--- src/rtl/steamer_bus_arbiter.sv ---
// Two-master round-robin Wishbone arbiter for the STEAMER16X4 core (M0) and a video/DMA engine (M1).
// Registered grant with beat-quantum preemption and a bus watchdog that turns a hung slave into a fault.
module steamer_bus_arbiter #(
  parameter int QUANTUM = 8,
  parameter int TIMEOUT = 255
) (
  input  logic        clk_i,
  input  logic        res_i,
  input  logic [14:0] m0_adr_i,
  input  logic        m0_we_i,
  input  logic        m0_cyc_i,
  input  logic [1:0]  m0_stb_i,
  input  logic        m0_vda_i,
  input  logic        m0_vpa_i,
  input  logic [15:0] m0_dat_i,
  output logic        m0_ack_o,
  input  logic [14:0] m1_adr_i,
  input  logic        m1_we_i,
  input  logic        m1_cyc_i,
  input  logic [1:0]  m1_stb_i,
  input  logic [15:0] m1_dat_i,
  output logic        m1_ack_o,
  output logic [15:0] m_dat_o,
  output logic [14:0] s_adr_o,
  output logic        s_we_o,
  output logic        s_cyc_o,
  output logic [1:0]  s_stb_o,
  output logic        s_vda_o,
  output logic        s_vpa_o,
  output logic [15:0] s_dat_o,
  input  logic        s_ack_i,
  input  logic [15:0] s_dat_i,
  output logic [1:0]  gnt_o,
  output logic        fault_o,
  output logic        fault_m_o
);

  typedef enum logic [1:0] {IDLE = 2'd0, GNT0 = 2'd1, GNT1 = 2'd2} state_t;

  localparam logic [7:0] QMAX    = 8'(QUANTUM);
  localparam logic [7:0] WD_LAST = 8'(TIMEOUT - 1);

  state_t     state;
  state_t     nxt;
  logic       last;
  logic [7:0] beat;
  logic [7:0] beat_inc;
  logic [7:0] wd;
  logic       wd_stall;
  logic       wd_fire;
  logic       ack_eff;
  logic       quantum_hit;

  // Slave side is a pure mux of the granted master; gnt_o == 00 forces everything to zero.
  always_comb begin
    s_adr_o = '0;
    s_we_o  = 1'b0;
    s_cyc_o = 1'b0;
    s_stb_o = 2'b00;
    s_vda_o = 1'b0;
    s_vpa_o = 1'b0;
    s_dat_o = '0;
    if (gnt_o[0]) begin
      s_adr_o = m0_adr_i;
      s_we_o  = m0_we_i;
      s_cyc_o = m0_cyc_i;
      s_stb_o = m0_stb_i;
      s_vda_o = m0_vda_i;
      s_vpa_o = m0_vpa_i;
      s_dat_o = m0_dat_i;
    end else if (gnt_o[1]) begin
      s_adr_o = m1_adr_i;
      s_we_o  = m1_we_i;
      s_cyc_o = m1_cyc_i;
      s_stb_o = m1_stb_i;
      s_vda_o = 1'b1;
      s_vpa_o = 1'b0;
      s_dat_o = m1_dat_i;
    end
  end

  assign wd_stall    = s_cyc_o & (|s_stb_o) & ~s_ack_i;
  assign wd_fire     = wd_stall & (wd == WD_LAST);
  assign ack_eff     = (s_ack_i | wd_fire) & (|gnt_o);
  assign beat_inc    = (beat == QMAX) ? beat : beat + 8'd1;
  assign quantum_hit = ack_eff & (beat_inc == QMAX);

  assign m0_ack_o = ack_eff & gnt_o[0] & m0_cyc_i;
  assign m1_ack_o = ack_eff & gnt_o[1] & m1_cyc_i;
  assign m_dat_o  = (|gnt_o) ? (wd_fire ? 16'hFFFF : s_dat_i) : 16'h0000;

  // A holder leaves on dropping cyc, or on the ack that exhausts its quantum while the other waits.
  always_comb begin
    nxt = state;
    case (state)
      IDLE: begin
        if (m0_cyc_i && (!m1_cyc_i || last)) nxt = GNT0;
        else if (m1_cyc_i)                   nxt = GNT1;
      end
      GNT0: begin
        if (!m0_cyc_i || (quantum_hit && m1_cyc_i)) nxt = m1_cyc_i ? GNT1 : IDLE;
      end
      GNT1: begin
        if (!m1_cyc_i || (quantum_hit && m0_cyc_i)) nxt = m0_cyc_i ? GNT0 : IDLE;
      end
      default: nxt = IDLE;
    endcase
  end

  always_ff @(posedge clk_i or posedge res_i) begin
    if (res_i) begin
      state     <= IDLE;
      gnt_o     <= 2'b00;
      last      <= 1'b1;
      beat      <= 8'd0;
      wd        <= 8'd0;
      fault_o   <= 1'b0;
      fault_m_o <= 1'b0;
    end else begin
      state <= nxt;
      gnt_o <= (nxt == GNT0) ? 2'b01 : (nxt == GNT1) ? 2'b10 : 2'b00;
      if (state == GNT0 && nxt != GNT0) last <= 1'b0;
      if (state == GNT1 && nxt != GNT1) last <= 1'b1;
      if (nxt != state) begin
        beat <= 8'd0;
        wd   <= 8'd0;
      end else begin
        if (ack_eff) beat <= beat_inc;
        if (ack_eff)       wd <= 8'd0;
        else if (wd_stall) wd <= wd + 8'd1;
      end
      if (wd_fire) begin
        fault_o   <= 1'b1;
        fault_m_o <= gnt_o[1];
      end
    end
  end

endmodule

--- config.mk ---
export PLATFORM = sky130hd
export DESIGN_NAME = steamer_bus_arbiter
export DESIGN_NICKNAME = d
export VERILOG_FILES = /design/src/rtl/steamer_bus_arbiter.sv
export SDC_FILE = /design/constraint.sdc
export NUM_CORES = 1
export LEC_CHECK = 0
export CORE_UTILIZATION = 37
export CTS_CLUSTER_SIZE = 28
export DETAILED_ROUTE_END_ITERATION = 6
export HOLD_SLACK_MARGIN = 0.08
export PLACE_DENSITY = 0.95
export RECOVER_POWER = 25
export SYNTH_ARGS = -nofsm -noshare
export SYNTH_HDL_FRONTEND = slang
export SYNTH_SLANG_ARGS = --single-unit
export TNS_END_PERCENT = 50
--- constraint.sdc ---
create_clock -name clk_i -period 6.3 [get_ports clk_i]
set_input_delay 1.26 -clock clk_i [delete_from_list [all_inputs] [get_ports clk_i]]
set_output_delay 1.26 -clock clk_i [all_outputs]
set_load 0.1 [all_outputs]
==> metrics.csv <==
stage,metric,value,unit
run_status,status,"finished, final reports clean",
routing,via_per_inst,5.35,
routing,wl_met1,3030,um
job,drv_cap,0,
routing,avgRoutedWirePerCell,17.5,um
yosys,ys_warn_count,0,
clocking,postCtsSetupRepairBufs,0,
timing,period_needed,4940,ps
cells_and_area,area_growth,77.2,%
clocking,tritoncts,done,
hold_path,worstHoldStart,fault_o$_DFFE_PP0P_,
routing,topRoutingLayerUsed,met4,
timing,skew,3.66,ps
clocking,cts-root-buf,clkbuf_8,
cells_and_area,drive_above_1_share,0.0982,
routing,drt_wl_total,8010,um
floorplanning,die_w,74.9,um
timing,worst-slew-pin-transition,1030,ps
timing,fin_ws,1360,ps
cells_and_area,multi_input_area,1290,um2
pwr,power.switching,446,uW
worst_setup_path,end_kind,primary output,
place,dp.final_hpwl,6420,um
yosys,synth_nets,342,
floorplanning,start_util,0.385,
worst_setup_path,reg2reg_depth,7,
grt,grt_pass1_vias,2157,
pwr,power_frac_comb,0.673,
yosys,async_flop_share,1.00,
place,place_ws,1400,ps
clocking,clock-sinks,23,
yosys,synthDistinctLibCells,49,
place,port_buffers,149,
routing,wl_met2,4030,um
pwr,p_sw_frac,0.562,
worst_setup_path,crit_path_start_kind,input pin,
grt,grt_overflow,0,
pwr,p_seq_frac,0.209,
timing,hold_violations,0,
cells_and_area,finalCoreUtilization,0.683,
pwr,p_clk_frac,0.118,
worst_setup_path,crit_fanout,19,
yosys,ys_ff_latch,23,
timing,setup_violations,0,
cells_and_area,final-seq-area,577,um2
yosys,yosys_most_used_dff,dfrtp_1,
clocking,h-tree-depth,1,
pwr,peakVddDrop,0.000128,V
timing,rsz0062_at_grt,false,
grt,grt_pass1_wl,10900,um
hold_path,hp-class,reg2reg,
worst_setup_path,cp.required,5040,ps
floorplanning,core_area,5110,um2
clocking,path_clk_slew,80,ps
pwr,p_leak,0.00143,uW
floorplanning,die_area,5620,um2
grt,grtUsageTotal,0.270,
floorplanning,num_rows,26,
cells_and_area,insertedDiodeCount,0,
routing,postRouteAntennaNets,0,
floorplanning,ios,150,
routing,vias,2444,
pwr,powerDensity,228,nW/um2
routing,firstDrtPassIters,4,
yosys,ys_seq_area_frac,0.293,
timing,period_share,0.785,
worst_setup_path,critPathKind,in2out,
yosys,syn_inst,247,
clocking,cts_buffers,3,
grt,grt_max_degree,34,
timing,max_slew_margin,0.308,
worst_setup_path,r2r_start,gnt_o[0]$_DFF_PP0_,
routing,first_iter_violations,181,
worst_setup_path,crit_start,m0_cyc_i,
cells_and_area,fill_cells,409,
routing,drc,0,
yosys,synth-edff-count,0,
yosys,avgSynthCellArea,7.97,um2
cells_and_area,nets,483,
worst_setup_path,arrival,3680,ps
routing,routed-wl-met3,783,um
clocking,cts_hold_buf,0,
pwr,p_int,348,uW
yosys,synthesis.area,1970,um2
clocking,cts_buffer_depth,2,
clocking,insertion_delay,270,ps
timing,finalMaxSlewViolations,0,
timing,tns,0,ps
floorplanning,die_y,74.9,um
place,place_congestion,0.884,
timing,fmax,202,MHz
clocking,cts-resized-gates,0,
pwr,power,794,uW
grt,antenna_found_initial,0,
hold_path,holdPathStages,1,
## registers in the layout, summed over array words and instances (netlist names)
| register | count |
|---|---|
| fault_o | 1 |
| state | 2 |
| wd | 8 |
| beat | 8 |
| last | 1 |
| fault_m_o | 1 |
| gnt_o | 2 |
## layout by cell type (no fill, tap or decap), types with 2 or more instances in the layout
master / n
a21oi_1: 10
a22o_1: 32
a31oi_1: 4
and2_1: 3
buf_4: 20
clkbuf_8: 3
clkdlybuf4s50_1: 128
dfrtp_1: 22
dlygate4sd3_1: 3
ha_1: 4
inv_1: 8
mux2i_1: 2
nand2_1: 23
nand3_1: 8
nand3b_1: 3
nand4_1: 4
nor2_1: 52
nor3_1: 4
o21a_1: 2
o21ai_0: 5
or2_2: 3
or4_1: 4
xnor2_1: 7
xor2_1: 7
## worst max-delay path, cell delays in order
cell and delay, ps:
clkdlybuf4s50_1 670, nand2_1 230, o32ai_4 340, and3_1 620
nor2_1 130, nor2_1 130, buf_4 300
## synth_stat cells (2+ instances only)
cell / number / area (um2)
or4_1: 4 / 30.0
and2_1: 3 / 18.8
nand3_1: 8 / 40.0
nor3_1: 4 / 20.0
nand2_1: 23 / 86.3
xor2_1: 7 / 61.3
nand4_1: 4 / 25.0
o21ai_0: 5 / 25.0
o21a_1: 2 / 15.0
dfrtp_1: 22 / 551
mux2i_1: 2 / 20.0
ha_1: 4 / 50.1
xnor2_1: 7 / 61.3
a31oi_1: 4 / 25.0
or2_2: 3 / 18.8
a21oi_1: 10 / 50.1
clkbuf_1: 12 / 45.0
nor2_1: 52 / 195
nand3b_1: 3 / 22.5
inv_1: 8 / 30.0
a22o_1: 32 / 280
## routing by layer
| metal | vias to the layer above | global-route usage |
|---|---|---|
| li1 | 1175 | - |
| met1 | 1156 | 0.312 |
| met2 | 96 | 0.495 |
| met3 | 17 | 0.0616 |
| met4 | 0 | 0.0818 |
| met5 | - | 0 |
## kinds of logic after synthesis
| logic type | synth area share |
|---|---|
| compound gates | 0.285 |
| xor+xnor | 0.0623 |
| fa+ha+maj | 0.0254 |
| buf+inv | 0.0509 |
| flops | 0.293 |
| mux | 0.0159 |
| simple gates | 0.268 |
## stage by stage
step | hold WS [ps] | std cells | cell area, um2
after floorplan | 496 | 247 | 1970
after global placement | 452 | 453 | 3450
after detailed placement | 464 | 453 | 3450
after CTS | 484 | 457 | 3490
after global routing | 503 | 457 | 3490
final | 478 | 457 | 3490
## cell type report
| class | instances | share of cell area |
|---|---|---|
| repair buffers | 151 | 0.419 |
| multi-input cells | 201 | 0.369 |
| flip-flops and latches | 23 | 0.165 |
| well taps | 70 | 0.0251 |
| clock buffers | 4 | 0.0129 |
| inverters | 8 | 0.00861 |
## final timing paths
kind / end / slack [ps]
worst max-delay path: m0_ack_o / 1360
worst min-delay path: fault_o$_DFFE_PP0P_ / 480
worst max register to register: state[0]$_DFF_PP0_ / 3160
worst min register to register: fault_o$_DFFE_PP0P_ / 480
max in group asynchronous: beat[3]$_DFFE_PP0P_ / 4160
min in group asynchronous: wd[5]$_DFFE_PP0P_ / 1600
## power by group through the flow
stage,clock network (uW),registers [uW],logic (uW)
5_1_grt,101,167,550
3_3_place_gp,0,168,529
4_1_cts,95.7,166,535
6_report,93.9,166,534
3_5_place_dp,0,169,534
2_1_floorplan,0,174,372
No activity file was read; power rests on OpenSTA's default activity.
